===== src/rtl/rx_decim_pkg.sv =====
// Shared types and constants for the burst-controlled receive decimator.
package rx_decim_pkg;

    localparam int DEF_RATIO_W = 4;
    localparam int DEF_LEN_W   = 12;
    localparam int DATA_W      = 14;

    typedef enum logic [1:0] {
        ST_IDLE  = 2'd0,
        ST_ALIGN = 2'd1,
        ST_RUN   = 2'd2,
        ST_DONE  = 2'd3
    } state_e;

endpackage


===== src/rtl/rx_decim_ctrl_if.sv =====
// Config, sample-in and sample-out signals of the decimator controller.
interface rx_decim_ctrl_if
    import rx_decim_pkg::*;
#(
    parameter int RATIO_W = DEF_RATIO_W,
    parameter int LEN_W   = DEF_LEN_W
);
    logic [RATIO_W-1:0]       cfg_ratio;
    logic [RATIO_W-1:0]       cfg_phase;
    logic [LEN_W-1:0]         cfg_len;
    logic                     start;
    logic                     abort;
    logic                     in_valid;
    logic signed [DATA_W-1:0] data_in_I;
    logic signed [DATA_W-1:0] data_in_Q;
    logic signed [DATA_W-1:0] data_out_I;
    logic signed [DATA_W-1:0] data_out_Q;
    logic                     out_valid;
    logic                     out_last;
    logic [LEN_W-1:0]         out_idx;
    logic                     busy;
    logic                     done;

    modport master (
        output cfg_ratio, cfg_phase, cfg_len, start, abort,
               in_valid, data_in_I, data_in_Q,
        input  data_out_I, data_out_Q, out_valid, out_last, out_idx, busy, done
    );

    modport slave (
        input  cfg_ratio, cfg_phase, cfg_len, start, abort,
               in_valid, data_in_I, data_in_Q,
        output data_out_I, data_out_Q, out_valid, out_last, out_idx, busy, done
    );
endinterface


===== src/rtl/rx_decim_phase_cnt.sv =====
// Loadable modulo-(r+1) counter advanced by each valid input sample.
module rx_decim_phase_cnt #(
    parameter int W = 4
) (
    input  logic         clk_40mhz,
    input  logic         rst_n,
    input  logic         load,
    input  logic [W-1:0] load_val,
    input  logic         en,
    input  logic [W-1:0] modulus_m1,
    output logic         at_zero,
    output logic         at_wrap
);
    logic [W-1:0] cnt;

    // NOTE: sequential state uses non-blocking assignments so every flop samples pre-edge values.
    always_ff @(posedge clk_40mhz or negedge rst_n) begin
        if (!rst_n) begin
            cnt <= '0;
        end else if (load) begin
            cnt <= load_val;
        end else if (en) begin
            cnt <= (cnt == modulus_m1) ? '0 : cnt + W'(1);
        end
    end

    assign at_zero = (cnt == '0);
    assign at_wrap = (cnt == modulus_m1);
endmodule


===== src/rtl/rx_decim_ctrl.sv =====
// Burst capture controller: FSM, length counter and registered output stage.
module rx_decim_ctrl
    import rx_decim_pkg::*;
#(
    parameter int RATIO_W = DEF_RATIO_W,
    parameter int LEN_W   = DEF_LEN_W
) (
    input  logic           clk_40mhz,
    input  logic           rst_n,
    rx_decim_ctrl_if.slave bus
);
    localparam logic [1:0] S_IDLE  = ST_IDLE;
    localparam logic [1:0] S_ALIGN = ST_ALIGN;
    localparam logic [1:0] S_RUN   = ST_RUN;
    localparam logic [1:0] S_DONE  = ST_DONE;

    logic [1:0]         state, state_nxt;
    logic [RATIO_W-1:0] ratio_q;
    logic [LEN_W-1:0]   len_q;
    logic [LEN_W-1:0]   cap_cnt;
    logic [RATIO_W-1:0] phase_c;
    logic [RATIO_W-1:0] load_val;
    logic               accept;
    logic               cap;
    logic               cnt_zero;
    logic               cnt_wrap;

    assign accept  = (state == S_IDLE) && bus.start && !bus.abort;
    assign phase_c = (bus.cfg_phase > bus.cfg_ratio) ? bus.cfg_ratio : bus.cfg_phase;
    // Skipping p samples equals starting the phase counter p steps before its wrap.
    assign load_val = (phase_c == '0) ? '0 : bus.cfg_ratio - phase_c + RATIO_W'(1);
    // Abort wins over a coincident capture; nothing is captured once the last one is out.
    assign cap = (state == S_RUN) && bus.in_valid && cnt_zero && !bus.abort && !bus.out_last;

    rx_decim_phase_cnt #(.W(RATIO_W)) u_phase (
        .clk_40mhz  (clk_40mhz),
        .rst_n      (rst_n),
        .load       (accept),
        .load_val   (load_val),
        .en         (bus.in_valid && (state == S_ALIGN || state == S_RUN)),
        .modulus_m1 (ratio_q),
        .at_zero    (cnt_zero),
        .at_wrap    (cnt_wrap)
    );

    // NOTE: default assignment first, so no path through always_comb leaves state_nxt unassigned (no latch).
    always_comb begin
        state_nxt = state;
        case (state)
            S_IDLE: begin
                if (accept) begin
                    if (bus.cfg_len == '0)    state_nxt = S_DONE;
                    else if (phase_c != '0)   state_nxt = S_ALIGN;
                    else                      state_nxt = S_RUN;
                end
            end
            S_ALIGN: begin
                if (bus.abort)                       state_nxt = S_IDLE;
                else if (bus.in_valid && cnt_wrap)   state_nxt = S_RUN;
            end
            S_RUN: begin
                if (bus.abort)         state_nxt = S_IDLE;
                else if (bus.out_last) state_nxt = S_DONE;
            end
            default: state_nxt = S_IDLE;
        endcase
    end

    always_ff @(posedge clk_40mhz or negedge rst_n) begin
        if (!rst_n) begin
            state          <= S_IDLE;
            ratio_q        <= '0;
            len_q          <= '0;
            cap_cnt        <= '0;
            bus.out_valid  <= 1'b0;
            bus.out_last   <= 1'b0;
            bus.out_idx    <= '0;
            bus.data_out_I <= '0;
            bus.data_out_Q <= '0;
        end else begin
            state         <= state_nxt;
            bus.out_valid <= cap;
            bus.out_last  <= cap && (cap_cnt == len_q - LEN_W'(1));
            if (accept) begin
                ratio_q     <= bus.cfg_ratio;
                len_q       <= bus.cfg_len;
                cap_cnt     <= '0;
                bus.out_idx <= '0;
            end else if (cap) begin
                cap_cnt        <= cap_cnt + LEN_W'(1);
                bus.out_idx    <= cap_cnt;
                bus.data_out_I <= bus.data_in_I;
                bus.data_out_Q <= bus.data_in_Q;
            end
        end
    end

    assign bus.busy = (state != S_IDLE);
    assign bus.done = (state == S_DONE);
endmodule


===== src/flat_wrapper.sv =====
// flat-port wrapper written by rule: the top's interface ports become plain ports
module rx_decim_ctrl_flat import rx_decim_pkg::*;
#(
    parameter int RATIO_W = DEF_RATIO_W,
    parameter int LEN_W   = DEF_LEN_W
)
  (clk_40mhz, rst_n, bus_cfg_ratio, bus_cfg_phase, bus_cfg_len, bus_start, bus_abort, bus_in_valid, bus_data_in_I, bus_data_in_Q, bus_data_out_I, bus_data_out_Q, bus_out_valid, bus_out_last, bus_out_idx, bus_busy, bus_done);
  rx_decim_ctrl_if #(.RATIO_W(RATIO_W), .LEN_W(LEN_W)) bus_i ();
  input  logic clk_40mhz;
  input  logic rst_n;
  input wire logic [$bits(bus_i.cfg_ratio)-1:0] bus_cfg_ratio;
  input wire logic [$bits(bus_i.cfg_phase)-1:0] bus_cfg_phase;
  input wire logic [$bits(bus_i.cfg_len)-1:0] bus_cfg_len;
  input wire logic [$bits(bus_i.start)-1:0] bus_start;
  input wire logic [$bits(bus_i.abort)-1:0] bus_abort;
  input wire logic [$bits(bus_i.in_valid)-1:0] bus_in_valid;
  input wire logic [$bits(bus_i.data_in_I)-1:0] bus_data_in_I;
  input wire logic [$bits(bus_i.data_in_Q)-1:0] bus_data_in_Q;
  output wire logic [$bits(bus_i.data_out_I)-1:0] bus_data_out_I;
  output wire logic [$bits(bus_i.data_out_Q)-1:0] bus_data_out_Q;
  output wire logic [$bits(bus_i.out_valid)-1:0] bus_out_valid;
  output wire logic [$bits(bus_i.out_last)-1:0] bus_out_last;
  output wire logic [$bits(bus_i.out_idx)-1:0] bus_out_idx;
  output wire logic [$bits(bus_i.busy)-1:0] bus_busy;
  output wire logic [$bits(bus_i.done)-1:0] bus_done;
  assign bus_i.cfg_ratio = bus_cfg_ratio;
  assign bus_i.cfg_phase = bus_cfg_phase;
  assign bus_i.cfg_len = bus_cfg_len;
  assign bus_i.start = bus_start;
  assign bus_i.abort = bus_abort;
  assign bus_i.in_valid = bus_in_valid;
  assign bus_i.data_in_I = bus_data_in_I;
  assign bus_i.data_in_Q = bus_data_in_Q;
  assign bus_data_out_I = bus_i.data_out_I;
  assign bus_data_out_Q = bus_i.data_out_Q;
  assign bus_out_valid = bus_i.out_valid;
  assign bus_out_last = bus_i.out_last;
  assign bus_out_idx = bus_i.out_idx;
  assign bus_busy = bus_i.busy;
  assign bus_done = bus_i.done;
  rx_decim_ctrl #(.RATIO_W(RATIO_W), .LEN_W(LEN_W)) u_core (.clk_40mhz(clk_40mhz), .rst_n(rst_n), .bus(bus_i));
endmodule

===== config.mk =====
export PLATFORM = sky130hd
export DESIGN_NAME = rx_decim_ctrl_flat
export DESIGN_NICKNAME = d
export VERILOG_FILES = /design/src/rtl/rx_decim_pkg.sv /design/src/rtl/rx_decim_ctrl_if.sv /design/src/rtl/rx_decim_phase_cnt.sv /design/src/rtl/rx_decim_ctrl.sv /design/src/flat_wrapper.sv
export SDC_FILE = /design/constraint.sdc
export NUM_CORES = 1
export LEC_CHECK = 0
export ABC_CLOCK_PERIOD_IN_PS = 3100
export BUFFER_PORTS_ARGS = -buffer_cell sky130_fd_sc_hd__buf_2
export CAP_MARGIN = 20
export CORE_ASPECT_RATIO = 1.25
export CORE_UTILIZATION = 35
export DETAILED_ROUTE_END_ITERATION = 10
export GPL_TIMING_DRIVEN = 0
export HOLD_SLACK_MARGIN = 0.08
export PLACE_DENSITY = 0.57
export SYNTH_ARGS = -nofsm -noshare
export SYNTH_HDL_FRONTEND = slang
export SYNTH_SLANG_ARGS = --single-unit

===== constraint.sdc =====
create_clock -name clk_40mhz -period 3.1 [get_ports clk_40mhz]
set_input_delay 0.155 -clock clk_40mhz [delete_from_list [all_inputs] [get_ports clk_40mhz]]
set_output_delay 0.155 -clock clk_40mhz [all_outputs]
set_load 0.02 [all_outputs]

* Word level (Yosys, flattened, before mapping)
Index checks and enable logic that the tools add are counted.
** Storage, ports and cells
- Register bits after elaboration :: 76
- Bits of input ports :: 53
- Output and inout port bits :: 44
- Logic and storage cells :: 64
** Cells by class
- $add $sub $neg :: 5
- $lt $le $gt $ge :: 1
- Equal/unequal tests :: 8
- Multiplexer cells :: 17
- Bitwise operators :: 1
- Reductions and logical operators :: 22
** Operators with widths (number)
- $mux 12 :: 4
- $mux 4 :: 5
- $mux 2 :: 7
- $add 12x1->12 const B :: 1
- $eq 12x12->1 :: 1
- $logic_not 12->1 :: 1
- $sub 12x1->12 const B :: 1
- $logic_and 1x1->1 :: 9
- $add 4x1->4 const B :: 2
- $logic_not 4->1 :: 2
- $pmux 2 s3 :: 1
- $reduce_bool 2->1 :: 3
- $eq 2x2->1 const B :: 2
- $eq 4x4->1 :: 1
- $gt 4x4->1 :: 1
- $reduce_bool 4->1 :: 1
- $sub 4x4->4 :: 1
- $ne 3x2->1 const B :: 1
- $ne 3x3->1 const B :: 1
- $reduce_and 3->1 :: 1
- $eq 2x1->1 const B :: 1
- $logic_not 1->1 :: 2
- $logic_not 2->1 :: 1
- $ne 2x1->1 const B :: 1
- 3 further kinds :: 3

* Logic depth before layout (Yosys ltp)
- Word-level depth :: 7
- Mapped depth :: 15
- Gate-level depth less buffers :: 15

* Modules after synthesis
From an unflattened synthesis, not the netlist that was laid out.
** Unflattened totals
- Cells, all modules :: 412
- Area, all modules :: 4087.7 µm²
** Modules (own cells, without submodules)
- rx_decim_ctrl :: instances 1, cells each 376, area an instance 3763.6 µm²
- rx_decim_phase_cnt :: instances 1, cells each 36, area an instance 324.1 µm²

* Worst setup path before layout
OpenSTA, ideal clock, no wires.
- Path type :: in2reg
- Start point :: input bus_cfg_ratio[2]
- End point :: register u_core.u_phase.cnt[3]
- Setup time :: 0.130 ns
- Arrival time :: 2.230 ns
- Data required time :: 2.970 ns
- Setup slack :: 0.740 ns
- Stages :: 15
- Cell sequence :: inv_1 -> ha_1 -> o21ai_0 -> a21oi_1 -> o21ai_2 -> nand2_1 -> o21ai_0 -> ha_1 -> inv_1 -> ha_1 -> inv_1 -> fa_1 -> xnor2_1 -> xnor2_1 -> o21ai_0
** On the way
- Cells in the longest elaborated chain, start to end :: 6
** Ends and longest elaborated chain
- start, declared :: line flat_wrapper.sv:11 : input wire logic [$bits(bus_i.cfg_ratio)-1:0] bus_cfg_ratio;
- $gt 4x4->1 :: line rx_decim_ctrl.sv:29 : assign phase_c = (bus.cfg_phase > bus.cfg_ratio) ? bus.cfg_ratio : bus.cfg_phase;
- $mux 4 :: line rx_decim_ctrl.sv:29
- $sub 4x4->4 :: line rx_decim_ctrl.sv:31 : assign load_val = (phase_c == '0) ? '0 : bus.cfg_ratio - phase_c + RATIO_W'(1);
- $add 4x1->4 :: line rx_decim_ctrl.sv:31
- $mux 4 * :: line rx_decim_ctrl.sv:31
- $mux 4 * :: line rx_decim_phase_cnt.sv:20 : end else if (load) begin
- end signal, assigned :: line rx_decim_phase_cnt.sv:21 : cnt <= load_val;
- end signal, assigned :: line rx_decim_phase_cnt.sv:23 : cnt <= (cnt == modulus_m1) ? '0 : cnt + W'(1);
- end, declared :: line rx_decim_phase_cnt.sv:14 : logic [W-1:0] cnt;
Mark *: on every way between the ends. The rest lies on a longest branch, timed or not.
A chain may end at the register's enable or synchronous reset.

* Final worst setup path
- Start point :: input bus_cfg_ratio[1]
- End point :: register u_core.u_phase.cnt[3]
The elaborated chain is that of the path after synthesis.

==> flow_metrics.py <==
metrics = {
    "synthesis": {
        "postSynth.asyncResetShare_pct": 100,
        "ys_top_cells_by_area": "dfrtp_1, mux2_4, mux2_2, ha_1, xor2_1",
        "seq_area_frac_synth_pct": 47.1,
        "avgSynthCellArea_um2": 11.1,
        "ys_ff_latch": 76,
        "synth_cell_types": 44,
        "synth_edf_count": 0,
        "syn_nets": 434,
        "synthCells": 364,
        "yosysTopAreaCell": "dfrtp_1",
        "synth_area_um2": 4040,
        "yosysTopAreaCellShare_pct": 47.1,
        "synth_warnings": 0,
        "synthFlopType": "dfrtp_1",
    },
    "setup_path": {
        "slowest_stage": "dlygate4sd3_1",
        "crit_path_max_fanout": 7,
        "r2r_slack_ps": 810,
        "cpPeakStageDelay_ps": 530,
        "cp_cell_sequence": "dlygate4sd3_1 -> buf_2 -> inv_1 -> ha_1 -> nand2b_1 -> a21oi_1 -> o21ai_2 -> nand2_1 -> o21ai_0 -> ha_1 -> inv_1 -> ha_1 -> inv_1 -> fa_1 -> xnor2_1 -> xnor2_1 -> o21ai_0",
        "path_buf_inv": 5,
        "crit_start": "bus_cfg_ratio[1]",
        "start_kind": "input pin",
        "critPathCaptureType": "register",
        "critical_path_class": "input pin to register",
        "critPathRequiredTime_ps": 3310,
        "reg2reg_from": "u_core.state[0]",
        "reg2reg_to": "u_core.bus.out_last",
        "crit_family": "adder cells",
        "reg2regPathDepth": 7,
        "crit_arrival_ps": 3020,
    },
    "sta": {
        "grt_setup_unrepaired": "no",
        "hold_ws_ps": 116,
        "min_period_ps": 2800,
        "worst_pin_slew_ps": 592,
        "maxSlewViolCount": 0,
        "setup_viol": 0,
        "slew_headroom_pct": 60.2,
        "skew_ps": 5.47,
        "hold_violations": 0,
        "fin_crit_sh_pct": 90.5,
        "setup-tns-final_ps": 0,
        "max_freq_mhz": 357,
    },
    "route": {
        "drt-total-wl_um": 8920,
        "vias": 3137,
        "first_iter_violations": 71,
        "first_pass_iters": 7,
        "wl_per_cell_um": 13.7,
        "ant_nets": 0,
        "vias_per_cell": 4.80,
        "drc": 9,
    },
    "global_routing": {
        "grt_pass1_wl_um": 14900,
        "globalRouteTotalUtil_pct": 15.8,
        "grt_max_degree": 61,
        "antenna_found_initial": 0,
        "grt_pass1_vias": 3113,
        "grt-ovfl-total": 0,
    },
    "clocking": {
        "ctsLongestPathBuffers": 2,
        "cts.sinks": 76,
        "htreeDepth": 3,
        "root_buffer": "clkbuf_16",
        "cts_buffers": 9,
        "cts.repair.resized": 0,
        "tritoncts": "built",
        "clk_pin_slew_worst_paths_ps": 60,
        "clk_latency_ps": 330,
    },
    "min_path": {
        "holdPathStages": 2,
        "min_path_type": "input pin to register",
        "holdPathEnd": "u_core.len_q[5]",
        "worstHoldStart": "bus_cfg_len[5]",
    },
    "final_layout": {
        "syn_to_final_growth_pct": 35.2,
        "diodes": 0,
        "final_common_cell": "buf_2",
        "layout_common_cells": "buf_2, dfrtp_1, dlygate4sd3_1",
        "drive_gt1_share_pct": 33.2,
        "nets": 583,
    },
    "floorplanning": {
        "coreArea_um2": 11100,
        "num_rows": 43,
        "die_y_um": 122,
        "boundaryPins": 97,
        "dieWidth_um": 98.0,
        "initial_utilization_pct": 36.2,
        "dieArea_um2": 12000,
    },
    "run_status": {
        "status": "finished, violations left",
        "violations": "design-rule violations",
    },
    "power": {
        "power.density_nw_per_um2": 767,
        "ir_worst_vdd_v": 0.000250,
        "p_leak_nw": 2.75,
    },
    "run": {
        "drv_cap": 0,
    },
    "placed_design": {
        "dp_hpwl_um": 6390,
        "gp_congestion": 0.824,
        "portBuffers": 96,
    },
}
worst reg2reg max path, delay by kind of cell (launching register included):
kind / cells / cell delay [ps]
buffers and inverters: 1 / 100
adder cells (fa/ha/maj): 1 / 190
flip-flops: 1 / 410
AO/OA/AOI/OAI: 2 / 490
AND/OR/NAND/NOR: 3 / 950
power breakdown:
group,internal (mW),leakage [nW],switching [mW]
sequential,1.28,1.01,0.241
clock,0.751,0.160,0.390
combinational,0.733,1.58,0.786
cell type report:
cell class	instances	area [µm²]
Inverter	16	61.3
Clock inverter	3	68.8
Sequential cell	76	1900
Buffer	15	78.8
Fill cell	981	5680
Multi-Input combinational cell	257	1990
Tap cell	135	169
Timing Repair Buffer	138	921
Clock buffer	13	260
metal layers:
layer	share of wire [%]	global-route usage, %
met5	0	0
met3	3.2	2.81
met1	43	18.9
met2	52	27.7
met4	1.8	7.39
cells in the mapped netlist, drive strengths merged, types with 5 or more instances:
| cell type | instances |
|---|---|
| mux2 | 42 |
| nand2 | 38 |
| o21ai | 13 |
| buf | 8 |
| xnor2 | 14 |
| nand4 | 5 |
| nor3 | 5 |
| nor2 | 26 |
| nor4 | 8 |
| dfrtp | 76 |
| xor2 | 18 |
| clkbuf | 7 |
| ha | 16 |
| a21oi | 19 |
| nand3 | 12 |
| nand2b | 5 |
| inv | 15 |
what timing repair did:
item                                   in CTS  in global routing
endpoints found under the hold margin     116                  0
setup buffers                               0                  0
hold buffers                               41                  0
setup endpoints to repair                   0                  0
logic make-up (layout without fill, tap and decap cells):
| group | Yosys count | in the layout | share of synthesized area (%) |
|---|---|---|---|
| buf+inv | 31 | 185 | 3.47 |
| flops | 76 | 76 | 47.1 |
| fa+ha+maj | 17 | 17 | 5.46 |
| xor+xnor | 32 | 32 | 6.95 |
| mux | 45 | 45 | 14.3 |
| simple gates | 113 | 113 | 14.5 |
| compound gates | 50 | 50 | 8.15 |
flip-flops by register name, indices dropped and copies added, names as in the netlist:
name	flops
u_core.bus.out_last	1
u_core.len_q	12
u_core.state	2
u_core.cap_cnt	12
u_core.bus.out_idx	12
u_core.bus.data_out_Q	14
u_core.bus.out_valid	1
u_core.u_phase.cnt	4
u_core.ratio_q	4
u_core.bus.data_out_I	14
worst max path at each step:
| stage | endpoint | slack [ps] | depth (start not counted) |
|---|---|---|---|
| 4_1_cts | u_core.u_phase.cnt[3] | 300 | 17 |
| 2_1_floorplan | u_core.u_phase.cnt[3] | 740 | 15 |
| 3_5_place_dp | u_core.u_phase.cnt[3] | 430 | 16 |
| 5_1_grt | u_core.u_phase.cnt[3] | 40 | 17 |
| 6_report | u_core.u_phase.cnt[3] | 300 | 17 |
| 3_3_place_gp | u_core.u_phase.cnt[3] | 430 | 16 |
through the flow:
| stage | utilization, % | total power [mW] | cell area [µm²] | instances | setup WS [ps] |
|---|---|---|---|---|---|
| final | 49.0 | 4.18 | 5450 | 653 | 295 |
| after global routing | 49.0 | 4.46 | 5450 | 653 | 39.2 |
| after floorplan | - | 2.59 | 4040 | 364 | 740 |
| after global placement | 42.1 | 2.97 | 4680 | 595 | 428 |
| after detailed placement | 42.3 | 3.02 | 4710 | 596 | 429 |
| after CTS | 49.0 | 4.23 | 5450 | 653 | 298 |
Power figures use the tool's default switching activity.
